`src/rtl/lsu_pkg.sv`:
```
// Shared definitions for the load/store unit: RV32I width codes, FSM states
// and the request legality check used when a request is accepted.
package lsu_pkg;

    localparam logic [2:0] F3_B  = 3'b000;
    localparam logic [2:0] F3_H  = 3'b001;
    localparam logic [2:0] F3_W  = 3'b010;
    localparam logic [2:0] F3_BU = 3'b100;
    localparam logic [2:0] F3_HU = 3'b101;

    typedef enum logic [2:0] {
        IDLE  = 3'd0,
        LOAD  = 3'd1,
        MERGE = 3'd2,
        WRITE = 3'd3,
        RESP  = 3'd4
    } lsu_state_e;

    // limit is the first illegal byte address (4 * number of words).
    function automatic logic lsu_req_err(input logic        we,
                                         input logic [2:0]  funct3,
                                         input logic [31:0] addr,
                                         input logic [32:0] limit);
        logic bad;
        bad = 1'b0;
        case (funct3)
            F3_B:    bad = 1'b0;
            F3_BU:   bad = we;
            F3_H:    bad = addr[0];
            F3_HU:   bad = we | addr[0];
            F3_W:    bad = (addr[1:0] != 2'b00);
            default: bad = 1'b1;
        endcase
        if ({1'b0, addr} >= limit) begin
            bad = 1'b1;
        end
        return bad;
    endfunction

endpackage

```
`src/rtl/lsu_align.sv`:
```
// Byte/halfword lane handling: extracts and extends load data from a memory
// word, and merges store data into a word for read-modify-write.
module lsu_align
    import lsu_pkg::*;
(
    input  logic [2:0]  funct3,
    input  logic [1:0]  offset,
    input  logic [31:0] word,
    input  logic [31:0] wdata,
    output logic [31:0] load_data,
    output logic [31:0] store_word
);

    logic [31:0] shifted;
    logic [7:0]  lane_b;
    logic [15:0] lane_h;

    always_comb begin
        shifted = word >> {offset, 3'b000};
        lane_b  = shifted[7:0];
        lane_h  = offset[1] ? word[31:16] : word[15:0];

        load_data = '0;
        case (funct3)
            F3_B:    load_data = {{24{lane_b[7]}}, lane_b};
            F3_BU:   load_data = {24'h0, lane_b};
            F3_H:    load_data = {{16{lane_h[15]}}, lane_h};
            F3_HU:   load_data = {16'h0, lane_h};
            F3_W:    load_data = word;
            default: load_data = '0;
        endcase

        store_word = word;
        case (funct3)
            F3_B: begin
                case (offset)
                    2'd0:    store_word[7:0]   = wdata[7:0];
                    2'd1:    store_word[15:8]  = wdata[7:0];
                    2'd2:    store_word[23:16] = wdata[7:0];
                    default: store_word[31:24] = wdata[7:0];
                endcase
            end
            F3_H: begin
                if (offset[1]) store_word[31:16] = wdata[15:0];
                else           store_word[15:0]  = wdata[15:0];
            end
            F3_W:    store_word = wdata;
            default: store_word = word;
        endcase
    end

endmodule

```
`src/rtl/load_store_unit.sv`:
```
// RV32I load/store unit in front of a word-wide asynchronous-read data memory;
// sub-word stores are done as read-modify-write.
module load_store_unit
    import lsu_pkg::*;
#(
    parameter int MEM_WORDS = 1024
) (
    input  logic        clk,
    input  logic        rst,
    input  logic        req_valid,
    output logic        req_ready,
    input  logic        req_we,
    input  logic [2:0]  req_funct3,
    input  logic [31:0] req_addr,
    input  logic [31:0] req_wdata,
    output logic        rsp_valid,
    input  logic        rsp_ready,
    output logic [31:0] rsp_rdata,
    output logic        rsp_err,
    output logic        mem_we,
    output logic [31:0] mem_addr,
    output logic [31:0] mem_wdata,
    input  logic [31:0] mem_rdata,
    output logic [2:0]  dbg_state
);

    localparam logic [32:0] ADDR_LIMIT = 33'(4 * MEM_WORDS);

    // Handshakes: a transfer happens on a rising edge where valid and ready
    // are both 1; valid never waits for ready, and the response holds its
    // data stable while rsp_valid=1 and rsp_ready=0.

    lsu_state_e  state_q, state_d;
    logic        we_q;
    logic [2:0]  funct3_q;
    logic [31:0] addr_q;
    logic [31:0] wdata_q;
    logic [31:0] rsp_rdata_q;
    logic        rsp_err_q;
    logic [31:0] mem_wdata_q;
    logic        req_err;
    logic [31:0] load_data;
    logic [31:0] store_word;

    assign req_err = lsu_req_err(req_we, req_funct3, req_addr, ADDR_LIMIT);

    lsu_align u_align (
        .funct3     (funct3_q),
        .offset     (addr_q[1:0]),
        .word       (mem_rdata),
        .wdata      (wdata_q),
        .load_data  (load_data),
        .store_word (store_word)
    );

    always_comb begin
        state_d = state_q;
        case (state_q)
            IDLE: begin
                if (req_valid) begin
                    if (req_err)                 state_d = RESP;
                    else if (!req_we)            state_d = LOAD;
                    else if (req_funct3 == F3_W) state_d = WRITE;
                    else                         state_d = MERGE;
                end
            end
            LOAD:    state_d = RESP;
            MERGE:   state_d = WRITE;
            WRITE:   state_d = RESP;
            RESP:    if (rsp_ready) state_d = IDLE;
            default: state_d = IDLE;
        endcase
    end

    always_ff @(posedge clk) begin
        if (rst) begin
            state_q     <= IDLE;
            we_q        <= 1'b0;
            funct3_q    <= '0;
            addr_q      <= '0;
            wdata_q     <= '0;
            rsp_rdata_q <= '0;
            rsp_err_q   <= 1'b0;
            mem_wdata_q <= '0;
        end else begin
            state_q <= state_d;
            case (state_q)
                IDLE: begin
                    if (req_valid) begin
                        we_q        <= req_we;
                        funct3_q    <= req_funct3;
                        addr_q      <= req_addr;
                        wdata_q     <= req_wdata;
                        rsp_err_q   <= req_err;
                        rsp_rdata_q <= '0;
                        if (req_we && req_funct3 == F3_W && !req_err) begin
                            mem_wdata_q <= req_wdata;
                        end
                    end
                end
                LOAD:  rsp_rdata_q <= load_data;
                MERGE: mem_wdata_q <= store_word;
                RESP: begin
                    if (rsp_ready) begin
                        rsp_rdata_q <= '0;
                        rsp_err_q   <= 1'b0;
                    end
                end
                default: ;
            endcase
        end
    end

    // rst gates the strobe combinationally so an aborted WRITE never lands.
    assign mem_we    = (state_q == WRITE) && we_q && !rst;
    assign mem_addr  = (state_q == IDLE) ? 32'h0 : {addr_q[31:2], 2'b00};
    assign mem_wdata = mem_wdata_q;
    assign req_ready = (state_q == IDLE);
    assign rsp_valid = (state_q == RESP);
    assign rsp_rdata = rsp_rdata_q;
    assign rsp_err   = rsp_err_q;
    assign dbg_state = state_q;

endmodule

```
`config.mk`:
```
export PLATFORM = sky130hd
export DESIGN_NAME = load_store_unit
export DESIGN_NICKNAME = d
export VERILOG_FILES = /design/src/rtl/lsu_pkg.sv /design/src/rtl/lsu_align.sv /design/src/rtl/load_store_unit.sv
export SDC_FILE = /design/constraint.sdc
export NUM_CORES = 1
export LEC_CHECK = 0
export BUFFER_PORTS_ARGS = -buffer_cell sky130_fd_sc_hd__buf_2
export CORE_MARGIN = 2
export CORE_UTILIZATION = 35
export CTS_BUF_LIST = sky130_fd_sc_hd__clkbuf_16
export DETAILED_ROUTE_END_ITERATION = 6
export PLACE_DENSITY = 0.56
export SYNTH_ARGS = -nofsm -noshare
export SYNTH_HDL_FRONTEND = slang
export SYNTH_SLANG_ARGS = --single-unit
```
`constraint.sdc`:
```
create_clock -name clk -period 6 [get_ports clk]
set_clock_uncertainty 0.2 [all_clocks]
set_input_delay 0.3 -clock clk [delete_from_list [all_inputs] [get_ports clk]]
set_output_delay 0.3 -clock clk [all_outputs]
set_load 0.05 [all_outputs]
```
Word-level counts from Yosys, hierarchy flattened
Cells that the tools add are included.
{"block": "word_totals", "romBits": 0, "ram_bits": 0, "regBits": 136, "inputBits": 104, "out_inout_bits": 103, "n_memories": 0, "latchBits": 0, "elab_cells": 76}
{"block": "op_classes", "n_mul": 0, "reduce_logical": 21, "magnitude_cmp": 1, "n_bitwise": 1, "div": 0, "n_eq_ne": 17, "muxes": 27, "addsub": 0, "n_shift": 1}
{"op": "$pmux W32 S3", "count": 2}
{"op": "$mux W32", "count": 5}
{"op": "$pmux W32 S5", "count": 1}
{"op": "$pmux W32 S2", "count": 1}
{"op": "$mux W16", "count": 3}
{"op": "$ge A32 B13 Y1 const B", "count": 1}
{"op": "$mux W8", "count": 4}
{"op": "$shr A32 B5 Y8", "count": 1}
{"op": "$eq A3 B3 Y1 const B", "count": 5}
{"op": "$eq A3 B2 Y1 const B", "count": 4}
{"op": "$pmux W3 S4", "count": 1}
{"op": "$eq A3 B1 Y1 const B", "count": 3}
{"op": "$logic_not A3 Y1", "count": 3}
{"op": "$mux W3", "count": 3}
{"op": "$reduce_and A3 Y1", "count": 3}
{"op": "$reduce_bool A2 Y1", "count": 3}
{"op": "$pmux W1 S5", "count": 1}
{"op": "$logic_and A1 B1 Y1", "count": 4}
{"op": "$mux W1", "count": 4}
{"op": "$ne A2 B1 Y1 const B", "count": 2}
{"op": "$reduce_and A2 Y1", "count": 2}
{"op": "$reduce_bool A3 Y1", "count": 1}
{"op": "$reduce_or A3 Y1", "count": 1}
{"op": "$eq A2 B1 Y1 const B", "count": 1}
{"op": "other kinds (8)", "count": 9}

Logic depth before layout (Yosys ltp)
{"block": "depth", "ltp_word": 8, "ltp_mapped": 9, "depth_no_buf": 5}

Modules after synthesis
A second synthesis with hierarchy kept.
{"block": "hier_totals", "cells_unflattened": 927, "area_unflattened_um2": 7241.9}
{"module": "load_store_unit", "area_per_inst_um2": 5247.5, "cells_each": 623, "n_inst": 1, "seq_area_each_um2": 2722.6}
{"module": "lsu_align", "area_per_inst_um2": 1994.4, "cells_each": 304, "n_inst": 1, "seq_area_each_um2": 0.0}

Worst setup path before layout
No wires, ideal clock.
{"block": "synth_path", "kind": "register to output", "from": "register state_q[1], in the netlist dbg_state[1]", "to": "output mem_addr[22]", "t_arrival_ns": 2.124, "path_stages_with_launch": 5, "setup_slack_ns": 3.376, "path_buffers": 2, "required_ns": 5.500, "path_cell_list": "dfxtp_1 buf_4 nor3_2 clkbuf_1 nor2b_1"}
{"block": "synth_via", "elab_chain_len": 2}
{"element": "start: declaration", "line_no": "load_store_unit.sv:33", "source": "lsu_state_e state_q, state_d;"}
{"element": "start signal: assignment", "line_no": "load_store_unit.sv:86", "source": "state_q <= state_d;"}
{"element": "$logic_not A3 Y1"}
{"element": "named net req_ready", "line_no": "load_store_unit.sv:11", "source": "output logic req_ready,"}
{"element": "$mux W32", "line_no": "load_store_unit.sv:116", "source": "assign mem_addr = (state_q == IDLE) ? 32'h0 : {addr_q[31:2], 2'b00};"}
{"element": "end: declaration", "line_no": "load_store_unit.sv:21", "source": "output logic [31:0] mem_addr,"}
The timed path passes the listed nets, and every way through them passes these cells.

Worst setup path in the final report
{"block": "layout_path", "from": "register state_q[0], in the netlist dbg_state[0]", "to": "register wdata_q[12]"}
{"block": "layout_via", "elab_chain_len": 2}
{"element": "$logic_not A3 Y1", "line_no": "load_store_unit.sv:87", "source": "case (state_q)"}
{"element": "$reduce_and A2 Y1 (no line)"}
{"element": "end signal: assignment", "line_no": "load_store_unit.sv:93", "source": "wdata_q <= req_wdata;"}
{"element": "end: declaration", "line_no": "load_store_unit.sv:37", "source": "logic [31:0] wdata_q;"}
Every way passes these cells.
A chain may end at the register's enable or synchronous reset.

==> results.py <==
metrics = {
    "global_route": {
        "grt_max_degree": 66,
        "antenna_found_initial": 0,
        "grt_util_all_layers_pct": 23.9,
        "grt_pass1_vias": 6788,
        "grt_remaining_overflow": 0,
        "grt_pass1_wl_mm": 38.2,
    },
    "cells_and_area": {
        "fillCellCount": 1844,
        "layout_commonest_cell": "buf_2",
        "post-route-util_pct": 49.4,
        "area_growth_pct": 37.5,
        "drive_above_1_share_pct": 26.5,
        "fin_nets": 1151,
        "mostFrequentLayoutCells": "buf_2, nand2_1, dfxtp_1",
    },
    "route": {
        "met2WireLength_mm": 11.5,
        "top_layer": "met4",
        "detail-route-antenna-nets": 0,
        "wl_met1_mm": 11.2,
        "wl_per_cell_um": 18.9,
        "via_count": 7213,
        "drcViolationCount": 0,
        "dr.pass1.iters": 5,
        "wl_met3_mm": 1.68,
        "drt-total-wl_mm": 25.0,
        "drtIter0Drc": 600,
        "viasPerCell": 5.46,
    },
    "clock_network": {
        "cts-root-buf": "clkbuf_16",
        "clk_path_buf_depth": 2,
        "tritoncts": "built",
        "post_cts.repair.setup_buffers": 0,
        "clk_pin_slew_ns": 0.06,
        "cts_buffers": 17,
        "clk-insertion-delay-late_ns": 0.42,
        "htreeDepth": 4,
        "cts.sinks": 136,
    },
    "place": {
        "io_buffers": 204,
        "hpwl_mm": 16.7,
        "gp_congestion": 0.838,
    },
    "sta": {
        "final-setup-viol-count": 0,
        "hold_violations": 0,
        "finalCritPeriodShare_pct": 49.4,
        "fmax_mhz": 337,
        "finalCriticalPeriod_ns": 2.97,
        "final.setup.tns_ns": 0,
        "slew_headroom_pct": 18.3,
        "rsz0062_at_grt": "false",
        "slew_violations": 0,
        "max_slew.worst_pin.slew_ns": 1.22,
    },
    "synthesis": {
        "synth_cell_types": 64,
        "synth_ff_type": "dfxtp_1",
        "synth_edf_count": 0,
        "ys_seq_area_share_pct": 40.2,
        "yosys_warnings": 0,
        "synthArstFlopShare_pct": 0,
        "avgSynthCellArea_sq_um": 8.43,
        "synth_cells": 803,
        "syn_area_sq_um": 6770,
        "yosys_register_bits": 136,
    },
    "floorplan": {
        "fp.coreArea_sq_um": 18800,
        "die_h_um": 143,
        "row_count": 50,
        "initial_core_util_pct": 35.9,
        "die_x_um": 143,
        "die_area_sq_um": 20500,
        "ios": 207,
    },
    "worst_setup_path": {
        "path_delay_family": "simple AND/OR/NAND/NOR gates",
        "crit_type": "flop to flop",
        "slowest_delay_ns": 1.03,
        "reg2reg_from": "dbg_state[0]",
        "path_cells": "nor3_4 -> and2_2 -> buf_4 -> nand2_1 -> a21oi_1",
        "worstPathMaxFanout": 64,
        "startpoint": "dbg_state[0]",
        "required_ns": 6.15,
        "crit_path_end_kind": "flop",
        "ff2ff_setup_slack_ns": 3.03,
        "cp_num_buf_inv": 1,
        "crit_slowest_cell": "nor3_4",
        "crit_arrival_ns": 3.12,
        "start_kind": "flop",
    },
    "power": {
        "vdd_drop_max_uv": 205,
        "p_per_area_nw_per_um2": 257,
        "p_leak_uw": 0.00392,
    },
    "job": {
        "drv_cap": 0,
    },
    "hold_path": {
        "min_path_type": "input pin to flop",
        "min_from": "mem_rdata[23]",
    },
    "run_status": {
        "status": "complete, no violations",
    },
}
-- per-layer routing --
layer / global-route usage [%] / vias to the layer above
met4: 9.17 / 0
met3: 4.76 / 52
met1: 32.9 / 3421
met5: 0 / -
li1: - / 3445
met2: 36.9 / 295
-- metrics by stage --
stage | cell area (sq um) | instances | setup WS [ns] | power (uW) | hold slack, ns
after floorplan | 6770 | 804 | 3.38 | 1150 | 0.232
after global placement | 7820 | 1201 | 3.03 | 1250 | 0.238
after detailed placement | 7820 | 1201 | 3.03 | 1260 | 0.242
after CTS | 9310 | 1320 | 3.01 | 2410 | 0.0104
after global routing | 9310 | 1320 | 2.75 | 2490 | 0.0116
final | 9310 | 1321 | 3.03 | 2390 | 0.0404
-- Yosys cell counts, types with 5 or more instances --
cell type  count  share of area (%)
a22oi_1        9                1.0
nand3_1       11               0.81
a222oi_1       7                1.0
a221oi_2       6                1.3
a211oi_1      12                1.3
a31o_1        14                1.8
nand2b_1      10               0.92
a221o_1       28                4.1
nor4_1         7               0.65
o2bb2ai_1      5               0.65
a2111oi_0      6               0.78
and3_1        12                1.1
nor2b_1       36                3.3
buf_6          6                1.0
o31ai_1       12                1.3
nand2_1      166                9.2
o21ai_0       26                1.9
nor2_1        21                1.2
buf_2         27                2.0
a21oi_1       90                6.7
nand4_1       13                1.2
clkbuf_1      37                2.1
and2_1         6               0.55
dfxtp_1      136                 40
mux2i_1        5               0.74
a221oi_1      11                1.4
a21o_1        13                1.4
mux4_2         7                2.3
-- worst register-to-register path, stage by stage (launching register included) --
cell and delay [ns]:
dfxtp_1 0.43, nor3_4 1.03, and2_2 0.35, buf_4 0.57, nand2_1 0.18, a21oi_1 0.14
-- logic make-up (layout without fill, tap and decap cells) --
family          Yosys count  count (layout)  share of synthesized area [%]
buf+inv                  80             336                           5.84
flops                   136             136                           40.2
mux                      16              16                           3.73
other cells               1               3                         0.0554
compound gates          271             271                           28.5
simple gates            299             299                           21.6
-- registers in the layout, indices dropped and copies added (netlist names) --
signal	cells
mem_wdata	32
we_q	1
dbg_state	3
addr_q	32
funct3_q	3
rsp_rdata	32
rsp_err	1
wdata_q	32
-- path summary, 6_finish.rpt --
check,end,depth (start not counted)
max,wdata_q[12],5
min,rsp_rdata[23],2
max reg2reg,wdata_q[12],5
min reg2reg,addr_q[16],2
-- where the power goes --
part / internal (uW) / switching (uW) / total (uW)
logic: 127 / 199 / 325
clock network: 662 / 445 / 1110
registers: 932 / 29.3 / 961
-- layout make-up --
cell class                      count  area, sq um  area share [%]
Antenna cell                        1         2.50          0.0269
Clock buffer                       17          425            4.57
Clock inverter                     15          191            2.06
Inverter                            4         15.0           0.161
Multi-Input combinational cell    588         3660            39.4
Sequential cell                   136         2720            29.2
Tap cell                          260          325            3.49
Timing Repair Buffer              300         1960            21.1
-- timing repair --
action / 4_1_cts / 5_1_grt
hold buffers: 87 / 0
setup endpoints to repair: 0 / 0
gates resized for setup: 0 / 0
hold endpoints to repair: 90 / 0
No activity file was read; power rests on OpenSTA's default activity.
